### src/rtl/axi4_lite_manager_if.sv
// AXI4-Lite bus bundle shared by the manager and any subordinate.
// Modport m is the manager side, modport s the subordinate side.
`timescale 1ns/1ps
interface axi4_lite_if #(
    parameter int ADDRESS_WIDTH = 32,
    parameter int DATA_WIDTH    = 32
);
    localparam int STRB_WIDTH = DATA_WIDTH / 8;

    logic [ADDRESS_WIDTH-1:0] awaddr;
    logic [2:0]               awprot;
    logic                     awvalid;
    logic                     awready;
    logic [DATA_WIDTH-1:0]    wdata;
    logic [STRB_WIDTH-1:0]    wstrb;
    logic                     wvalid;
    logic                     wready;
    logic [1:0]               bresp;
    logic                     bvalid;
    logic                     bready;
    logic [ADDRESS_WIDTH-1:0] araddr;
    logic [2:0]               arprot;
    logic                     arvalid;
    logic                     arready;
    logic [DATA_WIDTH-1:0]    rdata;
    logic [1:0]               rresp;
    logic                     rvalid;
    logic                     rready;

    modport m (
        output awaddr, awprot, awvalid, input awready,
        output wdata, wstrb, wvalid, input wready,
        input bresp, bvalid, output bready,
        output araddr, arprot, arvalid, input arready,
        input rdata, rresp, rvalid, output rready
    );

    modport s (
        input awaddr, awprot, awvalid, output awready,
        input wdata, wstrb, wvalid, output wready,
        output bresp, bvalid, input bready,
        input araddr, arprot, arvalid, output arready,
        output rdata, rresp, rvalid, input rready
    );
endinterface

### src/rtl/axi4_lite_manager.sv
// Single-outstanding AXI4-Lite manager: turns a valid/ready request port into
// AXI4-Lite reads and writes, returning responses in request order.
// Optional macro AXI4_LITE_MANAGER_REQ_BUF_EN adds a one-entry request buffer
// so a new request can be accepted while a transaction is in flight.
`timescale 1ns/1ps
module axi4_lite_manager #(
    parameter int         ADDRESS_WIDTH = 32,
    parameter int         DATA_WIDTH    = 32,
    parameter logic [2:0] PROT          = 3'b000
) (
    input  logic                      clk,
    input  logic                      rst_n,
    input  logic                      req_valid,
    output logic                      req_ready,
    input  logic                      req_write,
    input  logic [ADDRESS_WIDTH-1:0]  req_addr,
    input  logic [DATA_WIDTH-1:0]     req_wdata,
    input  logic [DATA_WIDTH/8-1:0]   req_wstrb,
    output logic                      resp_valid,
    input  logic                      resp_ready,
    output logic                      resp_write,
    output logic [DATA_WIDTH-1:0]     resp_rdata,
    output logic [1:0]                resp_code,
    axi4_lite_if.m                    axi
);
    localparam int STRB_WIDTH = DATA_WIDTH / 8;

    typedef enum logic [2:0] {
        IDLE    = 3'd0,
        WR      = 3'd1,
        WR_RESP = 3'd2,
        RD_ADDR = 3'd3,
        RD_DATA = 3'd4,
        RESP    = 3'd5
    } state_t;

    state_t                   state_q, state_d;
    logic [ADDRESS_WIDTH-1:0] addr_q, addr_d;
    logic [DATA_WIDTH-1:0]    wdata_q, wdata_d;
    logic [STRB_WIDTH-1:0]    wstrb_q, wstrb_d;
    logic                     awvalid_q, awvalid_d;
    logic                     wvalid_q, wvalid_d;
    logic                     arvalid_q, arvalid_d;
    logic                     resp_write_q, resp_write_d;
    logic [DATA_WIDTH-1:0]    resp_rdata_q, resp_rdata_d;
    logic [1:0]               resp_code_q, resp_code_d;

    // Request that starts a new AXI transaction this cycle (direct or buffered)
    logic                     launch;
    logic                     launch_write;
    logic [ADDRESS_WIDTH-1:0] launch_addr;
    logic [DATA_WIDTH-1:0]    launch_wdata;
    logic [STRB_WIDTH-1:0]    launch_wstrb;

`ifdef AXI4_LITE_MANAGER_REQ_BUF_EN
    logic                     buf_valid_q, buf_valid_d;
    logic                     buf_write_q, buf_write_d;
    logic [ADDRESS_WIDTH-1:0] buf_addr_q, buf_addr_d;
    logic [DATA_WIDTH-1:0]    buf_wdata_q, buf_wdata_d;
    logic [STRB_WIDTH-1:0]    buf_wstrb_q, buf_wstrb_d;
    logic                     req_fire;

    // Launch from the buffer when it holds a request and the FSM is free; otherwise bypass from IDLE
    always_comb begin
        req_ready    = !buf_valid_q;
        req_fire     = req_valid && !buf_valid_q;
        launch       = 1'b0;
        launch_write = req_write;
        launch_addr  = req_addr;
        launch_wdata = req_wdata;
        launch_wstrb = req_wstrb;
        buf_valid_d  = buf_valid_q;
        buf_write_d  = buf_write_q;
        buf_addr_d   = buf_addr_q;
        buf_wdata_d  = buf_wdata_q;
        buf_wstrb_d  = buf_wstrb_q;
        if (buf_valid_q && (state_q == IDLE || (state_q == RESP && resp_ready))) begin
            launch       = 1'b1;
            launch_write = buf_write_q;
            launch_addr  = buf_addr_q;
            launch_wdata = buf_wdata_q;
            launch_wstrb = buf_wstrb_q;
            buf_valid_d  = 1'b0;
        end else if (req_fire && state_q == IDLE) begin
            launch = 1'b1;
        end
        // A request arriving while busy parks in the (necessarily empty) buffer
        if (req_fire && state_q != IDLE) begin
            buf_valid_d = 1'b1;
            buf_write_d = req_write;
            buf_addr_d  = req_addr;
            buf_wdata_d = req_wdata;
            buf_wstrb_d = req_wstrb;
        end
    end

    // Buffer storage
    always_ff @(posedge clk or negedge rst_n) begin
        if (!rst_n) begin
            buf_valid_q <= 1'b0;
            buf_write_q <= 1'b0;
            buf_addr_q  <= '0;
            buf_wdata_q <= '0;
            buf_wstrb_q <= '0;
        end else begin
            buf_valid_q <= buf_valid_d;
            buf_write_q <= buf_write_d;
            buf_addr_q  <= buf_addr_d;
            buf_wdata_q <= buf_wdata_d;
            buf_wstrb_q <= buf_wstrb_d;
        end
    end
`else
    // Without a buffer, requests are only taken while idle
    always_comb begin
        req_ready    = (state_q == IDLE);
        launch       = req_valid && (state_q == IDLE);
        launch_write = req_write;
        launch_addr  = req_addr;
        launch_wdata = req_wdata;
        launch_wstrb = req_wstrb;
    end
`endif

    // Next-state and registered-output logic for the transaction FSM
    always_comb begin
        state_d      = state_q;
        addr_d       = addr_q;
        wdata_d      = wdata_q;
        wstrb_d      = wstrb_q;
        awvalid_d    = awvalid_q;
        wvalid_d     = wvalid_q;
        arvalid_d    = arvalid_q;
        resp_write_d = resp_write_q;
        resp_rdata_d = resp_rdata_q;
        resp_code_d  = resp_code_q;
        case (state_q)
            IDLE: begin
            end
            WR: begin
                // AW and W complete independently, in either order or together
                awvalid_d = awvalid_q && !axi.awready;
                wvalid_d  = wvalid_q && !axi.wready;
                if (!awvalid_d && !wvalid_d) begin
                    state_d = WR_RESP;
                end
            end
            WR_RESP: begin
                if (axi.bvalid) begin
                    resp_write_d = 1'b1;
                    resp_rdata_d = '0;
                    resp_code_d  = axi.bresp;
                    state_d      = RESP;
                end
            end
            RD_ADDR: begin
                arvalid_d = arvalid_q && !axi.arready;
                if (!arvalid_d) begin
                    state_d = RD_DATA;
                end
            end
            RD_DATA: begin
                if (axi.rvalid) begin
                    resp_write_d = 1'b0;
                    resp_rdata_d = axi.rdata;
                    resp_code_d  = axi.rresp;
                    state_d      = RESP;
                end
            end
            RESP: begin
                if (resp_ready) begin
                    state_d = IDLE;
                end
            end
            default: state_d = IDLE;
        endcase
        // A launch only happens in IDLE or on the RESP handshake, so it overrides the above
        if (launch) begin
            state_d   = launch_write ? WR : RD_ADDR;
            addr_d    = launch_addr;
            awvalid_d = launch_write;
            wvalid_d  = launch_write;
            arvalid_d = !launch_write;
            if (launch_write) begin
                wdata_d = launch_wdata;
                wstrb_d = launch_wstrb;
            end
        end
    end

    // State and output registers; reset abandons any transaction in flight
    always_ff @(posedge clk or negedge rst_n) begin
        if (!rst_n) begin
            state_q      <= IDLE;
            addr_q       <= '0;
            wdata_q      <= '0;
            wstrb_q      <= '0;
            awvalid_q    <= 1'b0;
            wvalid_q     <= 1'b0;
            arvalid_q    <= 1'b0;
            resp_write_q <= 1'b0;
            resp_rdata_q <= '0;
            resp_code_q  <= '0;
        end else begin
            state_q      <= state_d;
            addr_q       <= addr_d;
            wdata_q      <= wdata_d;
            wstrb_q      <= wstrb_d;
            awvalid_q    <= awvalid_d;
            wvalid_q     <= wvalid_d;
            arvalid_q    <= arvalid_d;
            resp_write_q <= resp_write_d;
            resp_rdata_q <= resp_rdata_d;
            resp_code_q  <= resp_code_d;
        end
    end

    assign axi.awaddr  = addr_q;
    assign axi.awprot  = PROT;
    assign axi.awvalid = awvalid_q;
    assign axi.wdata   = wdata_q;
    assign axi.wstrb   = wstrb_q;
    assign axi.wvalid  = wvalid_q;
    assign axi.bready  = (state_q == WR_RESP);
    assign axi.araddr  = addr_q;
    assign axi.arprot  = PROT;
    assign axi.arvalid = arvalid_q;
    assign axi.rready  = (state_q == RD_DATA);

    assign resp_valid  = (state_q == RESP);
    assign resp_write  = resp_write_q;
    assign resp_rdata  = resp_rdata_q;
    assign resp_code   = resp_code_q;
endmodule

### src/flat_wrapper.sv
// flat-port wrapper written by rule: the top's interface ports become plain ports
module axi4_lite_manager_flat 
#(
    parameter int         ADDRESS_WIDTH = 32,
    parameter int         DATA_WIDTH    = 32,
    parameter logic [2:0] PROT          = 3'b000
)
  (clk, rst_n, req_valid, req_ready, req_write, req_addr, req_wdata, req_wstrb, resp_valid, resp_ready, resp_write, resp_rdata, resp_code, axi_awaddr, axi_awprot, axi_awvalid, axi_awready, axi_wdata, axi_wstrb, axi_wvalid, axi_wready, axi_bresp, axi_bvalid, axi_bready, axi_araddr, axi_arprot, axi_arvalid, axi_arready, axi_rdata, axi_rresp, axi_rvalid, axi_rready);
  axi4_lite_if #(.ADDRESS_WIDTH(ADDRESS_WIDTH), .DATA_WIDTH(DATA_WIDTH)) axi_i ();
  input  logic clk;
  input  logic rst_n;
  input  logic req_valid;
  output logic req_ready;
  input  logic req_write;
  input  logic [ADDRESS_WIDTH-1:0] req_addr;
  input  logic [DATA_WIDTH-1:0] req_wdata;
  input  logic [DATA_WIDTH/8-1:0] req_wstrb;
  output logic resp_valid;
  input  logic resp_ready;
  output logic resp_write;
  output logic [DATA_WIDTH-1:0] resp_rdata;
  output logic [1:0] resp_code;
  output wire logic [$bits(axi_i.awaddr)-1:0] axi_awaddr;
  output wire logic [$bits(axi_i.awprot)-1:0] axi_awprot;
  output wire logic [$bits(axi_i.awvalid)-1:0] axi_awvalid;
  input wire logic [$bits(axi_i.awready)-1:0] axi_awready;
  output wire logic [$bits(axi_i.wdata)-1:0] axi_wdata;
  output wire logic [$bits(axi_i.wstrb)-1:0] axi_wstrb;
  output wire logic [$bits(axi_i.wvalid)-1:0] axi_wvalid;
  input wire logic [$bits(axi_i.wready)-1:0] axi_wready;
  input wire logic [$bits(axi_i.bresp)-1:0] axi_bresp;
  input wire logic [$bits(axi_i.bvalid)-1:0] axi_bvalid;
  output wire logic [$bits(axi_i.bready)-1:0] axi_bready;
  output wire logic [$bits(axi_i.araddr)-1:0] axi_araddr;
  output wire logic [$bits(axi_i.arprot)-1:0] axi_arprot;
  output wire logic [$bits(axi_i.arvalid)-1:0] axi_arvalid;
  input wire logic [$bits(axi_i.arready)-1:0] axi_arready;
  input wire logic [$bits(axi_i.rdata)-1:0] axi_rdata;
  input wire logic [$bits(axi_i.rresp)-1:0] axi_rresp;
  input wire logic [$bits(axi_i.rvalid)-1:0] axi_rvalid;
  output wire logic [$bits(axi_i.rready)-1:0] axi_rready;
  assign axi_awaddr = axi_i.awaddr;
  assign axi_awprot = axi_i.awprot;
  assign axi_awvalid = axi_i.awvalid;
  assign axi_i.awready = axi_awready;
  assign axi_wdata = axi_i.wdata;
  assign axi_wstrb = axi_i.wstrb;
  assign axi_wvalid = axi_i.wvalid;
  assign axi_i.wready = axi_wready;
  assign axi_i.bresp = axi_bresp;
  assign axi_i.bvalid = axi_bvalid;
  assign axi_bready = axi_i.bready;
  assign axi_araddr = axi_i.araddr;
  assign axi_arprot = axi_i.arprot;
  assign axi_arvalid = axi_i.arvalid;
  assign axi_i.arready = axi_arready;
  assign axi_i.rdata = axi_rdata;
  assign axi_i.rresp = axi_rresp;
  assign axi_i.rvalid = axi_rvalid;
  assign axi_rready = axi_i.rready;
  axi4_lite_manager #(.ADDRESS_WIDTH(ADDRESS_WIDTH), .DATA_WIDTH(DATA_WIDTH), .PROT(PROT)) u_core (.clk(clk), .rst_n(rst_n), .req_valid(req_valid), .req_ready(req_ready), .req_write(req_write), .req_addr(req_addr), .req_wdata(req_wdata), .req_wstrb(req_wstrb), .resp_valid(resp_valid), .resp_ready(resp_ready), .resp_write(resp_write), .resp_rdata(resp_rdata), .resp_code(resp_code), .axi(axi_i));
endmodule
### config.mk
export PLATFORM = sky130hd
export DESIGN_NAME = axi4_lite_manager_flat
export DESIGN_NICKNAME = d
export VERILOG_FILES = /design/src/rtl/axi4_lite_manager_if.sv /design/src/rtl/axi4_lite_manager.sv /design/src/flat_wrapper.sv
export SDC_FILE = /design/constraint.sdc
export NUM_CORES = 1
export LEC_CHECK = 0
export BUFFER_PORTS_ARGS = -buffer_cell sky130_fd_sc_hd__buf_4
export CORE_UTILIZATION = 44
export DETAILED_ROUTE_END_ITERATION = 6
export HOLD_SLACK_MARGIN = 0.03
export MAX_ROUTING_LAYER = met4
export PLACE_DENSITY = 0.8
export RECOVER_POWER = 100
export SLEW_MARGIN = 25
export SYNTH_ARGS = -nofsm -noshare
export SYNTH_HDL_FRONTEND = slang
export SYNTH_SLANG_ARGS = --single-unit
### constraint.sdc
create_clock -name clk -period 2.32 [get_ports clk]
set_input_delay 0.464 -clock clk [delete_from_list [all_inputs] [get_ports clk]]
set_output_delay 0.464 -clock clk [all_outputs]
set_load 0.02 [all_outputs]
======== Word-level counts from Yosys, hierarchy flattened ========
Index checks and enable logic that the tools add are counted.
cells by class
  eq/ne operators ......................... 13
  muxes and demuxes ....................... 23
  reductions and logical operators ........ 18
operators by type and width
  operator                                                          number
  32-bit 2-to-1 mux                                                 2
  32-bit one-hot mux with 2 select lines                            1
  3-bit 2-to-1 mux                                                  6
  3-bit one-hot mux with 6 select lines                             1
  3-bit by 2-bit != test with 1-bit output (second input constant)  3
  1-bit 2-to-1 mux                                                  8
  3-bit by 2-bit == test with 1-bit output (second input constant)  2
  3-bit == test (second input constant)                             2
  1-bit zero test                                                   6
  2-bit 2-to-1 mux                                                  3
  3-bit by 1-bit != test with 1-bit output (second input constant)  2
  6-bit AND reduction                                               1
  2-bit nonzero test                                                3
  1-bit logical AND                                                 5
  2-bit != test (second input constant)                             2
  2-bit one-hot mux with 2 select lines                             1
  3-bit by 1-bit == test with 1-bit output (second input constant)  1
  3-bit zero test                                                   1
  3-bit AND reduction                                               1
  2-bit by 1-bit != test with 1-bit output (second input constant)  1
  1-bit one-hot mux with 2 select lines                             1
  2-bit AND reduction                                               1
storage, ports and cells
  register bits ........................... 109
  input bits .............................. 114

======== Logic depth before layout (Yosys ltp) ========
Gate-level depths: netlist of run 1.
  word-level depth ........................ 7
  gate-level depth with buffers ........... 7
  depth with buffers taken out ............ 4

======== Worst setup path before layout of run 1 ========
Ideal clock, no wire load.
  path kind ............................... register -> output
  start ................................... register u_core.state_q[1]
  end ..................................... output axi_rready
  arrival ................................. 1.388 ns
  path slack .............................. 0.468 ns
  cell stages (with the launch flop) ...... 6
  path buffers ............................ 3
  path through ............................ dfrtp_1 > clkbuf_1 > inv_1 > and3_1 > buf_2 > buf_1
on the way
  longest elaborated chain between the ends .. 1
ends and longest elaborated chain
  what                    line                      text
  from (decl)             axi4_lite_manager.sv:37   state_t state_q, state_d;
  from (signal assigned)  axi4_lite_manager.sv:205  state_q <= state_d;
  3-bit == test           axi4_lite_manager.sv:228  assign axi.rready = (state_q == RD_DATA);
  to (decl)               flat_wrapper.sv:41        output wire logic [$bits(axi_i.rready)-1:0] axi_rready;
No other way between the ends.

======== Worst setup path after layout of run 1 ========
  start ................................... register u_core.state_q[0]
  end ..................................... output axi_bready
on the way
  longest elaborated chain between the ends .. 1
ends and longest elaborated chain
  what                                      line                      text
  3-bit by 2-bit == test with 1-bit output  axi4_lite_manager.sv:224  assign axi.bready = (state_q == WR_RESP);
  to (decl)                                 flat_wrapper.sv:33        output wire logic [$bits(axi_i.bready)-1:0] axi_bready;
No other way between the ends.

==> results of run 1 <==
==> metrics by stage <==
stage	power, mW	cells	instance area [µm²]
after detailed placement	8.60	736	6450
after global routing	9.20	751	6080
final	8.66	751	6080
after CTS	9.78	751	6650
after floorplan	6.54	398	4660
after global placement	8.43	736	6450
==> per-layer routing <==
metal  track usage (%)  up-vias  share of wire, %  wire length [µm]
li1                  -     1709                 -                 -
met1              24.1     1720                38              4250
met2              36.6      152                53              5840
met3              4.74       17               6.7               746
met4              8.85        0               2.2               242
met5                 -        -                 0                 0
==> layout make-up <==
class	instances	area [µm²]
multi-input cells	225	1530
clock buffers	11	151
flip-flops and latches	109	2730
fillers	969	4200
clock inverters	4	47.5
inverters	2	7.51
repair buffers	264	1450
well taps	136	170
==> worst min path at each step <==
stage	endpoint	slack, ns
after global placement	u_core.resp_rdata[11]	0.46
after global routing	u_core.axi.arvalid	0.27
final	u_core.axi.arvalid	0.28
after CTS	u_core.axi.araddr[10]	0.17
after detailed placement	u_core.resp_rdata[16]	0.47
after floorplan	u_core.axi.araddr[0]	0.17
==> logic make-up after synthesis <==
family                 synth area share (%)
other                                0.0809
muxes                                  17.2
DFF                                    58.8
and+or+nand+nor                        8.85
buffers and inverters                  8.71
AOI/OAI and AO/OA                      6.39
==> cell usage in the layout, fill, tap and decap left out, types with 2 or more instances in the layout <==
master,instances
a211oi_1,2
a21oi_1,4
a31oi_1,3
buf_4,115
clkbuf_1,144
clkbuf_4,2
clkbuf_8,11
clkinv_2,2
conb_1,6
dfrtp_1,109
inv_1,2
mux2_1,7
mux2_2,61
mux2i_1,3
nand2_1,74
nand2b_1,4
nand3_1,2
nand3b_1,2
nor2_1,3
nor2b_1,2
nor3_1,4
o21ai_0,40
==> flip-flops by register name, indices dropped and copies added, names as in the netlist <==
register and count:
u_core.axi.wdata 32, u_core.axi.wstrb 4, u_core.resp_code 2, u_core.axi.araddr 32, u_core.axi.awvalid 1, u_core.state_q 3, u_core.axi.wvalid 1, u_core.resp_write 1
u_core.resp_rdata 32, u_core.axi.arvalid 1
==> report_power, final <==
group	internal [mW]	switching, mW
clock	0.549	0.617
combinational	1.39	2.77
sequential	2.77	0.565
==> worst reg2reg max path: stages (launching register included) <==
cell	delay (ns)
dfrtp_1	0.50
nor4b_4	0.33
clkbuf_1	0.56
a21oi_1	0.13
o21ai_0	0.21
nand2_1	0.07
==> results.py, run 1 <==
metrics = {
    "cells_and_area": {
        "fin_util_pct": 59.1,
        "num_antenna_cells": 0,
        "syn_to_final_growth_pct": 31.0,
        "nets": 725,
        "layout-drive-gt1-share_pct": 32.2,
    },
    "yosys": {
        "synth_top_area_share_pct": 58.8,
        "yosysTopAreaCell": "dfrtp_1",
        "ys_types": 30,
        "synth_common_cells": "dfrtp_1, nand2_1, mux2_2",
        "synth_seq_area_share_pct": 58.8,
        "ys.flop_type": "dfrtp_1",
        "synth_seq_cells": 109,
        "syn_area_um2": 4640,
        "yosysWarnings": 0,
        "synthTopCellsByArea": "dfrtp_1, mux2_2, buf_4, nand2_1, o21ai_0",
        "avgSynthCellArea_um2": 11.8,
        "syn_inst": 393,
        "synth-edff-count": 0,
        "async_flop_share_pct": 100,
        "synth.most_common_cell": "dfrtp_1",
    },
    "drt": {
        "avgRoutedWirePerCell_um": 14.8,
        "drc_errors": 0,
        "viasPerCell": 4.79,
        "drtIter0Drc": 136,
        "dr.pass1.iters": 6,
        "num_vias": 3598,
        "drtAntennaViolNets": 0,
        "drt_wl_total_mm": 11.1,
    },
    "placement": {
        "pre_cts_slack_ns": 0.663,
        "gp_congestion": 0.830,
        "dp_hpwl_mm": 8.24,
        "io_buffers": 255,
    },
    "sta": {
        "setup_viol": 0,
        "whs_ns": 0.283,
        "setup_ws_ns": 0.260,
        "hold_violations": 0,
        "finalCritPeriodShare_pct": 88.8,
        "rsz0062_at_grt": "no",
        "worst_pin_slew_ns": 1.46,
        "tns_ns": 0,
        "relSlewSlack_pct": 2.80,
        "min_period_ns": 2.06,
        "max_clock_freq_mhz": 485,
        "finClkSkew_ns": 0.00485,
        "slew_viol_final": 0,
    },
    "hold_path": {
        "min_from": "req_write",
        "hp-class": "in2reg",
        "min_path_cells": 2,
    },
    "setup_path": {
        "endpoint_kind": "output pin",
        "r2r-end": "u_core.axi.awvalid",
        "path_delay_family": "buffers and inverters",
        "rrSetupSlack_ns": 0.38,
        "critPathMaxFanout": 9,
        "path_cells": "clkbuf_1, nor3_1, clkbuf_1",
        "critPathBufInv": 2,
        "startpoint": "u_core.state_q[0]",
        "reg2reg_from": "u_core.state_q[0]",
        "required_ns": 1.86,
        "cp.depth": 3,
        "arrival_ns": 1.60,
        "crit_slowest_cell": "dfrtp_1",
        "cp-start-kind": "register",
        "crit_path_max_incr_delay_ns": 0.50,
        "crit_end": "axi_bready",
        "cp_common_cell": "clkbuf_1",
        "r2r_cells": 5,
        "path_class": "reg2out",
    },
    "floorplan": {
        "die_w_um": 105,
        "die_area_um2": 11000,
        "dieHeight_um": 105,
        "initial_core_util_pct": 45.1,
        "rows": 37,
        "core_um2": 10300,
        "io_pins": 262,
    },
    "cts": {
        "clock_latency_ns": 0.36,
        "cts.htree.levels": 3,
        "cts_made_buffers": 9,
        "tritoncts": "yes",
        "clk_pin_slew_ns": 0.09,
        "cts_setup_buffers": 0,
        "ctsResizeCount": 0,
        "root_buffer": "clkbuf_8",
        "hold_buffers": 0,
        "cts.path.max_buffers": 2,
        "clkSinkCount": 109,
    },
    "global_route": {
        "grt_antenna_before_repair": 0,
        "grt_pass1_vias": 3638,
        "grt_max_degree": 110,
        "grt-ovfl-total": 0,
        "grt_use_total_pct": 21.3,
        "grt_pass1_wl_mm": 17.8,
    },
    "outcome": {
        "status": "complete, no violations",
    },
    "power": {
        "powerDensity_nw_per_um2": 1430,
        "power.leakage_nw": 2.73,
        "vdd_ir_drop_max_mv": 0.624,
    },
    "flow_run": {
        "cap_violations": 0,
    },
}
Power figures use the tool's default switching activity.
==> run 2, diff against run 1 <==
Settings changed: PLACE_DENSITY 0.8 to 0.92.
Clock period 2.32 ns to 2.2 ns, I/O delays scaled along.
==> run 2 against run 1 <==
Sequential cell count is the same. Cell area grew 0.37%. Utilization up 0.22 points. Wire length up 2.5%. Sequential power increased by 6%. Clock power increased by 21%. Global-route usage up 0.27 points.
==> results.py, run 2 (synthesis results as in run 1) <==
metrics = {
    "floorplan": {
        "io_pins": 262,
        "dieHeight_um": 105,
        "rows": 37,
        "core_um2": 10300,
        "initial_core_util_pct": 45.1,
        "die_w_um": 105,
        "die_area_um2": 11000,
    },
    "power": {
        "powerDensity_nw_per_um2": 1530,
        "vdd_ir_drop_max_mv": 0.814,
        "finalPower_mw": 9.30,
        "power.leakage_nw": 2.75,
    },
    "setup_path": {
        "required_ns": 1.76,
        "r2r_cells": 4,
        "cp-start-kind": "register",
        "reg2reg_from": "u_core.state_q[0]",
        "endpoint_kind": "output pin",
        "path_class": "reg2out",
        "critPathMaxFanout": 11,
        "startpoint": "u_core.state_q[1]",
        "arrival_ns": 1.55,
    },
    "cts": {
        "cts_setup_buffers": 0,
        "ctsResizeCount": 0,
        "clock_latency_ns": 0.36,
        "cts_made_buffers": 9,
        "tritoncts": "yes",
        "clk_pin_slew_ns": 0.09,
        "root_buffer": "clkbuf_8",
        "hold_buffers": 0,
        "cts.path.max_buffers": 2,
        "clkSinkCount": 109,
        "cts.htree.levels": 3,
    },
    "placement": {
        "io_buffers": 255,
        "placed_area_um2": 6440,
        "pre_cts_slack_ns": 0.471,
        "dp.cells": 736,
        "dp_hpwl_mm": 8.64,
        "gp_congestion": 0.855,
    },
    "cells_and_area": {
        "fin_util_pct": 59.4,
        "layout-drive-gt1-share_pct": 32.6,
        "n_fill_cell": 910,
        "layout_common_cells": "clkbuf_1, buf_4, dfrtp_1",
        "final_area_um2": 6100,
        "final_common_cell": "clkbuf_1",
        "fin_cells": 752,
        "syn_to_final_growth_pct": 31.5,
        "nets": 725,
        "num_antenna_cells": 0,
    },
    "hold_path": {
        "hp-class": "in2reg",
        "min_path_cells": 2,
        "min_from": "req_write",
    },
    "flow_run": {
        "cap_violations": 0,
    },
    "global_route": {
        "grt_antenna_before_repair": 0,
        "grt-ovfl-total": 0,
        "grt_pass1_vias": 3783,
        "grt_max_degree": 110,
        "grt_pass1_wl_mm": 18.1,
        "grt_use_total_pct": 21.6,
    },
    "drt": {
        "num_vias": 3671,
        "drc_errors": 0,
        "drtAntennaViolNets": 0,
        "drtIter0Drc": 191,
        "viasPerCell": 4.88,
        "drt_wl_total_mm": 11.4,
        "avgRoutedWirePerCell_um": 15.1,
        "dr.pass1.iters": 5,
    },
    "sta": {
        "max_clock_freq_mhz": 501,
        "relSlewSlack_pct": 3.37,
        "setup_ws_ns": 0.205,
        "rsz0062_at_grt": "no",
        "worst_pin_slew_ns": 1.45,
        "setup_viol": 0,
        "slew_viol_final": 0,
        "min_period_ns": 1.99,
        "hold_violations": 0,
        "tns_ns": 0,
        "whs_ns": 0.271,
        "finClkSkew_ns": 0.00442,
        "finalCritPeriodShare_pct": 90.7,
    },
    "outcome": {
        "status": "complete, no violations",
    },
}
-- run 2: cell count changes in the layout (fill, tap and decap cells not counted), sizes merged --
| cell | delta |
|---|---|
| clkbuf | -3 |
| bufinv | +2 |
| clkinv | +2 |
| buf | +1 |
| clkinvlp | -1 |
-- run 2: layout make-up --
cell class	instances	area, µm²	area share [%]
Inverter	2	7.51	0.123
Clock buffer	9	124	2.03
Multi-Input combinational cell	225	1510	24.8
Timing Repair Buffer	264	1450	23.7
Tap cell	136	170	2.79
Clock inverter	7	114	1.87
Sequential cell	109	2730	44.7
-- run 2: power breakdown --
part / total [mW] / switching (mW) / internal (mW)
sequential: 3.53 / 0.600 / 2.93
clock: 1.41 / 0.655 / 0.752
combinational: 4.37 / 2.92 / 1.46
total: 9.30 / 4.17 / 5.13
-- run 2: worst max-delay path: stages, from the launching register on --
cell and delay [ns]:
dfrtp_1 0.52, inv_1 0.18, nor3_1 0.19, clkbuf_1 0.30
-- run 2: layer usage --
layer | global-route usage (%) | part of all wire [%] | vias up
li1 | - | - | 1706
met1 | 22.9 | 36 | 1762
met2 | 38.2 | 54 | 174
met3 | 4.05 | 6.8 | 29
met4 | 11.4 | 3.2 | 0
met5 | - | 0 | -
-- run 2: path summary, 6_finish.rpt --
check	slack [ns]	to
max	0.21	axi_bready
min	0.27	u_core.axi.arvalid
max reg2reg	0.29	u_core.axi.wdata[28]
min reg2reg	0.49	u_core.resp_rdata[6]
max in group asynchronous	0.75	u_core.axi.wdata[14]
min in group asynchronous	0.54	u_core.resp_rdata[0]
==> run 3, diff against run 2 <==
Settings changed: ABC_AREA set to 1.
Clock period 2.2 ns to 1.9 ns, I/O delays scaled along.
==> run 3 against run 2 <==
Non-clock buffer count rose by 3. Clock power hardly changed. Critical path depth rose by 1. Synthesized area increased by 1.2%. Clock skew grew 0.0073 ns.
==> results.py, run 3 <==
metrics = {
    "global_route": {
        "grt_antenna_before_repair": 0,
        "grt_use_total_pct": 23.4,
        "grt-ovfl-total": 0,
        "grt_max_degree": 64,
        "grt_pass1_vias": 4225,
        "grt_pass1_wl_mm": 19.9,
    },
    "floorplan": {
        "die_area_um2": 11100,
        "io_pins": 262,
        "core_um2": 10300,
        "rows": 37,
        "die_w_um": 105,
        "dieHeight_um": 105,
        "initial_core_util_pct": 45.4,
    },
    "yosys": {
        "syn_area_um2": 4690,
        "async_flop_share_pct": 100,
        "synth-compound-area-share_pct": 0.773,
        "synth-xor-area-share_pct": 0,
        "synth.most_common_cell": "nand2_1",
        "synth_seq_area_share_pct": 58.1,
        "synth_seq_cells": 109,
        "synth_simple_gate_area_share_pct": 30.6,
        "synth_fa_ha_area_share_pct": 0,
        "muxShareOfSynthArea_pct": 0,
        "synthTopCellsByArea": "dfrtp_1, nand2_1, buf_4, nand3_1, buf_2",
        "avgSynthCellArea_um2": 8.44,
        "synth_common_cells": "nand2_1, dfrtp_1, buf_4",
        "yosysWarnings": 0,
        "syn_inst": 556,
        "synth_top_area_share_pct": 58.1,
        "yosysTopAreaCell": "dfrtp_1",
        "ys_types": 17,
        "synth_top_family_by_area": "simple AND/OR/NAND/NOR gates",
        "ys.flop_type": "dfrtp_1",
        "synth-edff-count": 0,
    },
    "sta": {
        "min_period_ns": 1.79,
        "worst_pin_slew_ns": 0.869,
        "finalCritPeriodShare_pct": 94.0,
        "hold_violations": 0,
        "rsz0062_at_grt": "no",
        "tns_ns": 0,
        "setup_viol": 0,
        "slew_viol_final": 0,
        "relSlewSlack_pct": 42.1,
        "whs_ns": 0.215,
        "finClkSkew_ns": 0.0117,
        "max_clock_freq_mhz": 560,
    },
    "setup_path": {
        "endpoint_kind": "output pin",
        "path_class": "reg2out",
        "arrival_ns": 1.41,
        "cp-start-kind": "register",
        "critPathMaxFanout": 8,
        "required_ns": 1.52,
    },
    "cells_and_area": {
        "fin_util_pct": 59.6,
        "multiInputGateArea_um2": 1500,
        "nets": 891,
        "n_fill_cell": 1041,
        "final_area_um2": 6160,
        "layout-drive-gt1-share_pct": 19.3,
        "fin_cells": 917,
        "layout_common_cells": "nand2_1, clkbuf_1, buf_4",
        "seqCellArea_um2": 2730,
        "final_common_cell": "nand2_1",
        "syn_to_final_growth_pct": 31.2,
        "num_antenna_cells": 0,
    },
    "placement": {
        "dp.cells": 900,
        "dp_hpwl_mm": 9.27,
        "placed_area_um2": 6470,
        "gp_congestion": 0.793,
        "io_buffers": 255,
    },
    "drt": {
        "drtIter0Drc": 357,
        "num_vias": 4263,
        "dr.pass1.iters": 4,
        "drt_wl_total_mm": 12.3,
        "drc_errors": 0,
        "drtAntennaViolNets": 0,
        "wl_met3_um": 962,
        "viasPerCell": 4.65,
        "wl_met1_mm": 4.97,
        "wl_met2_mm": 6.19,
        "dr.max_layer_used": "met4",
        "avgRoutedWirePerCell_um": 13.4,
    },
    "power": {
        "vdd_ir_drop_max_mv": 0.912,
        "powerDensity_nw_per_um2": 1730,
        "power.leakage_nw": 3.41,
    },
    "cts": {
        "clkSinkCount": 109,
        "tritoncts": "yes",
        "cts_made_buffers": 9,
        "cts.htree.levels": 3,
        "clock_latency_ns": 0.36,
        "root_buffer": "clkbuf_8",
        "cts.path.max_buffers": 2,
        "clk_pin_slew_ns": 0.10,
    },
    "flow_run": {
        "cap_violations": 0,
    },
    "hold_path": {
        "hp-class": "in2reg",
    },
    "outcome": {
        "status": "complete, no violations",
    },
}
[run 3: area by class of cell]
class | instances | share of cell area, %
inverters | 18 | 1.14
flip-flops and latches | 109 | 44.3
multi-input cells | 372 | 24.3
clock inverters | 4 | 0.772
repair buffers | 267 | 24.3
clock buffers | 11 | 2.46
well taps | 136 | 2.76
[run 3: metrics by stage]
step	setup WS, ns	total power, mW
after floorplan	0.400	7.94
final	0.113	10.7
after detailed placement	0.214	10.5
after global routing	0.0176	11.5
after CTS	0.0974	12.0
after global placement	0.313	10.3
[run 3: kinds of logic (layout without fill, tap and decap cells)]
kind of cell / Yosys count / after routing
AND/OR/NAND/NOR: 362 / 362
other: 1 / 6
AO/OA/AOI/OAI: 4 / 4
buffers and inverters: 80 / 300
flip-flops: 109 / 109
[run 3: timing repair]
action                                 in CTS  in global routing
setup buffers                               1                  0
endpoints found under the hold margin      17                  0
resized for setup                           1                  1
hold buffers                                1                  0
setup endpoints to repair                   1                 11
[run 3: where the power goes]
group | internal (mW) | total, mW | switching [mW]
combinational | 1.42 | 5.15 | 3.73
clock | 0.671 | 1.41 | 0.737
sequential | 3.40 | 4.12 | 0.728
total | 5.49 | 10.7 | 5.19
[run 3: final timing paths]
path	slack, ns	cells past startpoint	to	from
max in group asynchronous	0.31	3	u_core.axi.wdata[2]	rst_n
hold / removal	0.22	3	u_core.axi.araddr[28]	req_addr[28]
setup reg to reg	0.20	9	u_core.state_q[0]	u_core.state_q[1]
setup / recovery	0.11	4	axi_rready	u_core.state_q[1]
hold reg to reg	0.47	2	u_core.axi.wdata[16]	u_core.axi.wdata[16]
min in group asynchronous	0.42	2	u_core.axi.araddr[7]	rst_n
[run 3: worst max-delay path, cell delays in order (launching register included)]
cell	delay (ns)
dfrtp_1	0.47
nor2_1	0.15
nand2_1	0.18
inv_4	0.12
buf_4	0.14
[run 3: metal layers]
metal	GRT usage, %	up-vias
li1	-	2083
met5	-	-
met4	7.04	0
met3	4.89	13
met1	27.1	1976
met2	40.7	191
